`src/rtl/bill_checkout_ctrl.sv`:
```
// Checkout controller: accumulates priced item lines into a bill, applies a threshold discount, and holds the result until acknowledged.
// Optional macro BILL_LINE_COUNT_EN adds the line_cnt output. "final" is a reserved word, so the net amount port is named final_amt.
module bill_checkout_ctrl #(
  parameter logic [7:0]  PRICE0      = 8'd10,
  parameter logic [7:0]  PRICE1      = 8'd20,
  parameter logic [7:0]  PRICE2      = 8'd30,
  parameter logic [7:0]  PRICE3      = 8'd40,
  parameter logic [7:0]  PRICE4      = 8'd50,
  parameter logic [12:0] DISC_THRESH = 13'd500,
  parameter int          DISC_SHIFT  = 3
) (
  input  logic        clk,
  input  logic        rst_n,
  input  logic        start,
  input  logic        item_valid,
  output logic        item_ready,
  input  logic [2:0]  item_id,
  input  logic [3:0]  qty,
  input  logic        close,
  output logic        bill_valid,
  input  logic        bill_ack,
  output logic [12:0] total,
  output logic        ed,
  output logic [12:0] discount,
  output logic [12:0] final_amt,
  output logic        err
`ifdef BILL_LINE_COUNT_EN
  ,output logic [4:0] line_cnt
`endif
);

  localparam logic [1:0] IDLE    = 2'd0;
  localparam logic [1:0] COLLECT = 2'd1;
  localparam logic [1:0] CALC    = 2'd2;
  localparam logic [1:0] DONE    = 2'd3;

  logic [1:0]  state;
  logic [7:0]  unit_price;
  logic        item_bad;
  logic [11:0] prod;
  logic [13:0] sum_wide;
  logic [12:0] sum_sat;
  logic        accept;
  logic        disc_hit;
  logic [12:0] disc_calc;

  assign item_ready = (state == COLLECT);
  assign bill_valid = (state == DONE);
  assign accept     = item_valid && item_ready;

  always_comb begin
    unit_price = 8'd0;
    item_bad   = 1'b0;
    case (item_id)
      3'd0:    unit_price = PRICE0;
      3'd1:    unit_price = PRICE1;
      3'd2:    unit_price = PRICE2;
      3'd3:    unit_price = PRICE3;
      3'd4:    unit_price = PRICE4;
      default: item_bad   = 1'b1;
    endcase
  end

  // 15 * 255 fits in 12 bits, so the product never overflows; only the running sum saturates.
  assign prod      = {8'd0, qty} * {4'd0, unit_price};
  assign sum_wide  = {1'b0, total} + {2'd0, prod};
  assign sum_sat   = sum_wide[13] ? 13'h1FFF : sum_wide[12:0];

  assign disc_hit  = (total >= DISC_THRESH);
  assign disc_calc = disc_hit ? (total >> DISC_SHIFT) : 13'd0;

  always_ff @(posedge clk or negedge rst_n) begin
    if (!rst_n) begin
      state     <= IDLE;
      total     <= 13'd0;
      ed        <= 1'b0;
      discount  <= 13'd0;
      final_amt <= 13'd0;
      err       <= 1'b0;
    end else begin
      case (state)
        IDLE: begin
          if (start) begin
            state     <= COLLECT;
            total     <= 13'd0;
            ed        <= 1'b0;
            discount  <= 13'd0;
            final_amt <= 13'd0;
            err       <= 1'b0;
          end
        end
        COLLECT: begin
          // A line offered together with close is still accepted before the bill closes.
          if (accept) begin
            if (item_bad) err   <= 1'b1;
            else          total <= sum_sat;
          end
          if (close) state <= CALC;
        end
        CALC: begin
          ed        <= disc_hit;
          discount  <= disc_calc;
          final_amt <= total - disc_calc;
          state     <= DONE;
        end
        DONE: begin
          if (bill_ack) state <= IDLE;
        end
        default: state <= IDLE;
      endcase
    end
  end

`ifdef BILL_LINE_COUNT_EN
  always_ff @(posedge clk or negedge rst_n) begin
    if (!rst_n) begin
      line_cnt <= 5'd0;
    end else if (state == IDLE && start) begin
      line_cnt <= 5'd0;
    end else if (accept && line_cnt != 5'd31) begin
      line_cnt <= line_cnt + 5'd1;
    end
  end
`endif

endmodule

```
`config.mk`:
```
export PLATFORM = sky130hd
export DESIGN_NAME = bill_checkout_ctrl
export DESIGN_NICKNAME = d
export VERILOG_FILES = /design/src/rtl/bill_checkout_ctrl.sv
export SDC_FILE = /design/constraint.sdc
export NUM_CORES = 1
export LEC_CHECK = 0
export ABC_CLOCK_PERIOD_IN_PS = 7700
export CAP_MARGIN = 20
export CELL_PAD_IN_SITES_DETAIL_PLACEMENT = 0
export CELL_PAD_IN_SITES_GLOBAL_PLACEMENT = 2
export CORE_MARGIN = 8
export CORE_UTILIZATION = 35
export DETAILED_ROUTE_END_ITERATION = 10
export PLACE_DENSITY_LB_ADDON = 0.25
export SYNTH_ARGS = -nofsm -noshare
export SYNTH_HDL_FRONTEND = slang
export SYNTH_SLANG_ARGS = --single-unit
```
`constraint.sdc`:
```
create_clock -name clk -period 7.7 [get_ports clk]
set_clock_uncertainty 0.1 [all_clocks]
set_input_delay 2.31 -clock clk [delete_from_list [all_inputs] [get_ports clk]]
set_output_delay 2.31 -clock clk [all_outputs]
set_load 0.1 [all_outputs]
```
Word-level counts from Yosys, hierarchy flattened:

Cells that the tools add are included.

* register bits: 43
* latch bits: 0
* bits in writable memories: 0
* memory bits (read-only): 0
* input bits: 13
* output and inout port bits: 43
* word-level logic and storage cells: 51
* memories: 0

* $add $sub $neg: 2
* $mul: 1
* divide/modulo/power cells: 0
* magnitude comparators: 1
* equality and inequality tests: 13
* shift operators: 0
* multiplexer cells: 18
* bitwise logic cells: 0
* reductions and logical operators: 10

Operators by type and width (number)
* $pmux W13 S2: 3
* $mux W13: 4
* $pmux W6 S5: 1
* $add A13 B12 Y14: 1
* $ge A13 B9 Y1 const B: 1
* $sub A13 B10 Y13: 1
* $mul A4 B8 Y12: 1
* $mux W10: 1
* $pmux W2 S4: 1
* $reduce_and A4 Y1: 2
* $eq A3 B2 Y1 const B: 2
* $mux W2: 3
* $ne A2 B1 Y1 const B: 3
* $ne A2 B2 Y1 const B: 3
* $reduce_or A5 Y1: 1
* $eq A2 B2 Y1 const B: 2
* $pmux W1 S2: 2
* $reduce_bool A2 Y1: 2
* $eq A3 B1 Y1 const B: 1
* $eq A3 B3 Y1 const B: 1
* $logic_not A3 Y1: 1
* $mux W1: 3
* $reduce_and A3 Y1: 1
* $eq A2 B1 Y1 const B: 1
* 3 further kinds: 3

Longest topological paths before layout:

* depth after elaboration: 8
* mapped depth: 17
* gate-level depth less buffers: 16

Worst setup path before layout:

OpenSTA, ideal clock, no wires.

* path kind: input to register
* start point: in item_id[2]
* end point: reg total[12]
* library setup time: 0.134 ns
* arrival time: 5.660 ns
* data required time: 7.466 ns
* path slack: 1.806 ns
* cell stages on the path: 16
* path buffers: 1
* path through: nand2b_1 -> a31oi_1 -> and2_1 -> fa_1 -> fa_1 -> inv_1 -> fa_1 -> inv_1 -> ha_1 -> o21ai_0 -> o211ai_1 -> a31oi_2 -> o21ai_2 -> buf_6 -> a22oi_1 -> o211ai_1

* word-level cells in the longest chain between the ends: 8
* elaborated cells on any way between the ends: 15
* classes of those cells: add/sub: 1; mul: 1; eq/ne: 5; mux: 5; reduce/logical: 3

RTL lines
* start: declaration: line 17 `input logic [2:0] item_id,`
* $eq A3 B3 Y1, or another cell as far along: line 54 `case (item_id)`
* $pmux W6 S5: line 54
* $mul A4 B8 Y12: line 65 `assign prod = {8'd0, qty} * {4'd0, unit_price};`
* $add A13 B12 Y14: line 66 `assign sum_wide = {1'b0, total} + {2'd0, prod};`
* $mux W13: line 67 `assign sum_sat = sum_wide[13] ? 13'h1FFF : sum_wide[12:0];`
* $mux W13: line 95 `if (item_bad) err <= 1'b1;`
* $mux W13: line 94 `if (accept) begin`
* $pmux W13 S2: line 81 `case (state)`
* end signal: assignment: line 96 `else total <= sum_sat;`
* end: declaration: line 22 `output logic [12:0] total,`

Several ways; a longest one is shown, not always the timed one. The select of a mux whose other input is x is not followed.
A chain may end at the register's enable or synchronous reset.

Worst setup path in the final report:

* start point: in item_id[0]
* end point: reg total[10]

The elaborated chain is that of the path after synthesis.

==> metrics.md <==
| Metric | Value |
|---|---|
| Total routed wirelength | 7933 µm |
| Layout area overhead | 22.61% |
| Gate Count Post-Synth | 370 |
| Deepest clock path buffer count | 2 |
| RSZ-0062 raised after global routing | false |
| Initial DRC count | 94 |
| Worst path max stage delay | 560 ps |
| Core region area | 0.009109 mm² |
| Origin of the worst min-delay path | discount[6]$_DFFE_PN0P_ |
| Worst-Skew Late Latency | 290 ps |
| DRC Markers | 0 |
| Root Buffer | clkbuf_8 |
| CP max-delay cell | fa_1 |
| CP delay by family, top | adder cells |
| Total Power | 1.600 mW |
| Start of the worst register-to-register path | total[8]$_DFFE_PN0P_ |
| Final nets | 478 |
| Count of state elements after synthesis | 40 |
| Final setup viols | 0 |
| Critical path type | input pin to flop |
| Clk sinks | 40 |
| Die area | 0.01258 mm² |
| First-pass GRT wire length | 13480 µm |
| Reg clk slew, reported paths | 80 ps |
| Ratio of cells with drive above 1 in the final layout | 4.286% |
| Combinational family with the most area after synthesis | compound AO/OA/AOI/OAI gates |
| Max Slew Vio Count | 0 |
| Multi-input logic area | 0.002018 mm² |
| Global placement routability congestion | 0.8118 |
| Post-synth EDFFs | 0 |
| Hold Worst Slack | 377.3 ps |
| Fmax | 151.9 MHz |
| Worst vdd ir | 0.1367 mV |
| HPWL after DPL | 6377 µm |
| Synth Cell Area | 0.003237 mm² |
| Worst slew pin tran | 983.0 ps |
| Hold endpoint | discount[6]$_DFFE_PN0P_ |
| CTS resizes | 0 |
| Crit-path cells | clkdlybuf4s50_1, nand2b_1, a31oi_1, and2_1, fa_1, fa_1, inv_1, fa_1, inv_1, ha_1, o21ai_0, o211ai_1, a31oi_2, o21ai_2, o21bai_1, a22o_1 |
| Required time of the critical path | 7830 ps |
| R2r worst-path depth | 12 |
| Hold_buf cts | 0 |
| Setup TNS | 0 ps |
| Period utilization | 85.51% |
| Row cnt | 35 |
| Post-Synth Adder-Cell Area | 20.80% |
| Die H | 112.2 µm |
| Startpoint types | input pin |
| Die W | 112.2 µm |
| Compound-Gate Fraction of Synth Area | 22.19% |
| CTS Buf Count | 5 |
| Initial Util | 35.54% |
| Final hold vios | 0 |
| Post-synthesis sequential area ratio | 30.92% |
| Warnings from Yosys | 0 |
| Setup Fix Bufs, Post-CTS | 0 |
| Status | finished, final reports clean |
| Largest net degree at the start of global routing | 41 |
| Register area | 0.001001 mm² |
| CTS H-tree lvls | 2 |
| Vias in the first global route | 2712 |
| Reg2Reg Setup Slack | 4410 ps |
| Post-DR wirelength/cell | 14.94 µm |
| DR vias | 2638 |
| CP Max Fanout | 12 |
| Via/cell ratio | 4.968 |
| LEAKAGE | 1.831 nW |
| Ant. Diodes | 0 |
| GRT overflow | 0 |
| Synthesized area per cell | 8.748 µm² |
| CP Data Arrival Time | 6720 ps |
| Simple-gate area share of the yosys netlist | 14.50% |
| Cell variety after synth | 45 |
| Hold Crit Depth | 2 |
| Total GRT Usage | 12.89% |
| Crit path top cell by count | fa_1 |
| Mux contribution to synthesized area | 0.6185% |
| Primary FF master, synth | dfrtp_1 |
| Worst hold path class | flop to flop |
| Antenna violations before repair | 0 |
| Filler Cell Count | 934 |
| Slew Limit Headroom | 34.26% |
| Antenna viol nets, final | 0 |
| DR pass1 iterations | 6 |
| XOR/XNOR Fraction of Synth Area | 3.788% |
| Buf/Inv on CP | 3 |
| Share of the core filled with cells | 43.57% |
| CTS tree | yes |
| Placed Cells incl. Taps | 523 |
| FF-to-FF End | final_amt[12]$_DFFE_PN0P_ |
| PD cells | 403.1 mW/mm² |
| Max-cap violations | 0 |
| IO Pins | 56 |
| Worst Setup End Kind | flop |
| Final Non-Filler Cells | 531 |
| # port buffers | 52 |
| Tmin final | 6585 ps |
| Ys async rst share | 100.0% |
[flip-flops by register name (all words and copies together), names as in the netlist]
signal / flops
ed: 1
discount: 10
final_amt: 13
state: 2
total: 13
err: 1
[worst register-to-register path, stage by stage, from the launching register on]
cell and delay [ps]:
dfrtp_1 560, nand4_1 120, o21ai_1 360, and2_1 190, ha_1 150, inv_1 50, fa_1 440, a211oi_2 300
o21a_1 220, o211ai_1 130, a211oi_1 280, xnor2_1 150, o21ai_0 90
[area by class of cell]
type,count,share of cell area (%)
Timing Repair Buffer,53,13.18
Sequential cell,40,25.22
Clock buffer,7,2.427
Inverter,43,4.067
Tap cell,111,3.499
Multi-Input combinational cell,276,50.85
Clock inverter,1,0.7566
[placed cells by master (no fill, tap or decap), types with 6 or more instances in the layout]
master,synthesis,layout
a21o_1,6,6
a21oi_1,16,16
a22o_1,8,8
and2_1,19,19
clkbuf_8,0,7
clkdlybuf4s50_1,0,51
dfrtp_1,40,40
fa_1,13,13
ha_1,33,33
inv_1,43,43
nand2_1,55,55
nor2_1,11,11
o21a_1,6,6
o21ai_0,41,41
xnor2_1,11,11
[worst max-delay path by stage]
| stage | end | start | depth (start not counted) |
|---|---|---|---|
| global placement | total[0]$_DFFE_PN0P_ | item_id[0] | 16 |
| finish | total[10]$_DFFE_PN0P_ | item_id[0] | 16 |
| detailed placement | total[10]$_DFFE_PN0P_ | item_id[0] | 16 |
| CTS | total[0]$_DFFE_PN0P_ | item_id[0] | 16 |
| floorplan | total[12]$_DFFE_PN0P_ | item_id[2] | 16 |
| global route | total[0]$_DFFE_PN0P_ | item_id[2] | 16 |
[cell usage after synthesis, types with 2 or more instances]
master / count / area share (%)
nand3_1: 3 / 0.46
mux2i_1: 2 / 0.62
a32o_1: 2 / 0.62
a21o_1: 6 / 1.4
a22o_1: 8 / 2.2
dfrtp_1: 40 / 31
and3_1: 2 / 0.39
nand4_1: 3 / 0.58
a211oi_1: 5 / 1.2
xor2_1: 3 / 0.81
xnor2_1: 11 / 3.0
inv_1: 43 / 5.0
clkbuf_1: 9 / 1.0
o21ai_1: 3 / 0.46
ha_1: 33 / 13
nor2_1: 11 / 1.3
a31oi_1: 2 / 0.39
buf_4: 3 / 0.70
and2_1: 19 / 3.7
o21bai_1: 4 / 0.93
o21a_1: 6 / 1.4
nand2b_1: 4 / 0.77
o21ai_0: 41 / 6.3
fa_1: 13 / 8.0
nand2_1: 55 / 6.4
o211ai_1: 5 / 1.2
a21oi_1: 16 / 2.5
[stage by stage]
step,setup WS (ps),instance area [µm²]
6_report,1115,3969
5_1_grt,765.0,3969
4_1_cts,1098,3969
3_5_place_dp,802.5,3842
3_3_place_gp,977.4,3842
2_1_floorplan,1806,3244
[report_power, final]
group,switching [mW],leakage [nW],internal (mW)
logic,0.744,1.22,0.352
registers,0.0572,0.546,0.257
clock network,0.0752,0.0645,0.114
[cells by family after synthesis]
logic type | after synthesis
flops | 40
fa+ha+maj | 46
mux | 2
other cells | 1
buf+inv | 56
compound gates | 109
simple gates | 102
xor+xnor | 14
[layer usage]
metal  vias up  global-route usage [%]  wire (µm)
li1       1354                       -          -
met1      1230                   16.25       3757
met2        48                   22.32       3832
met3         6                   1.986        260
met4         0                   3.507         83
met5         -                       0          0
Power figures use the tool's default switching activity.
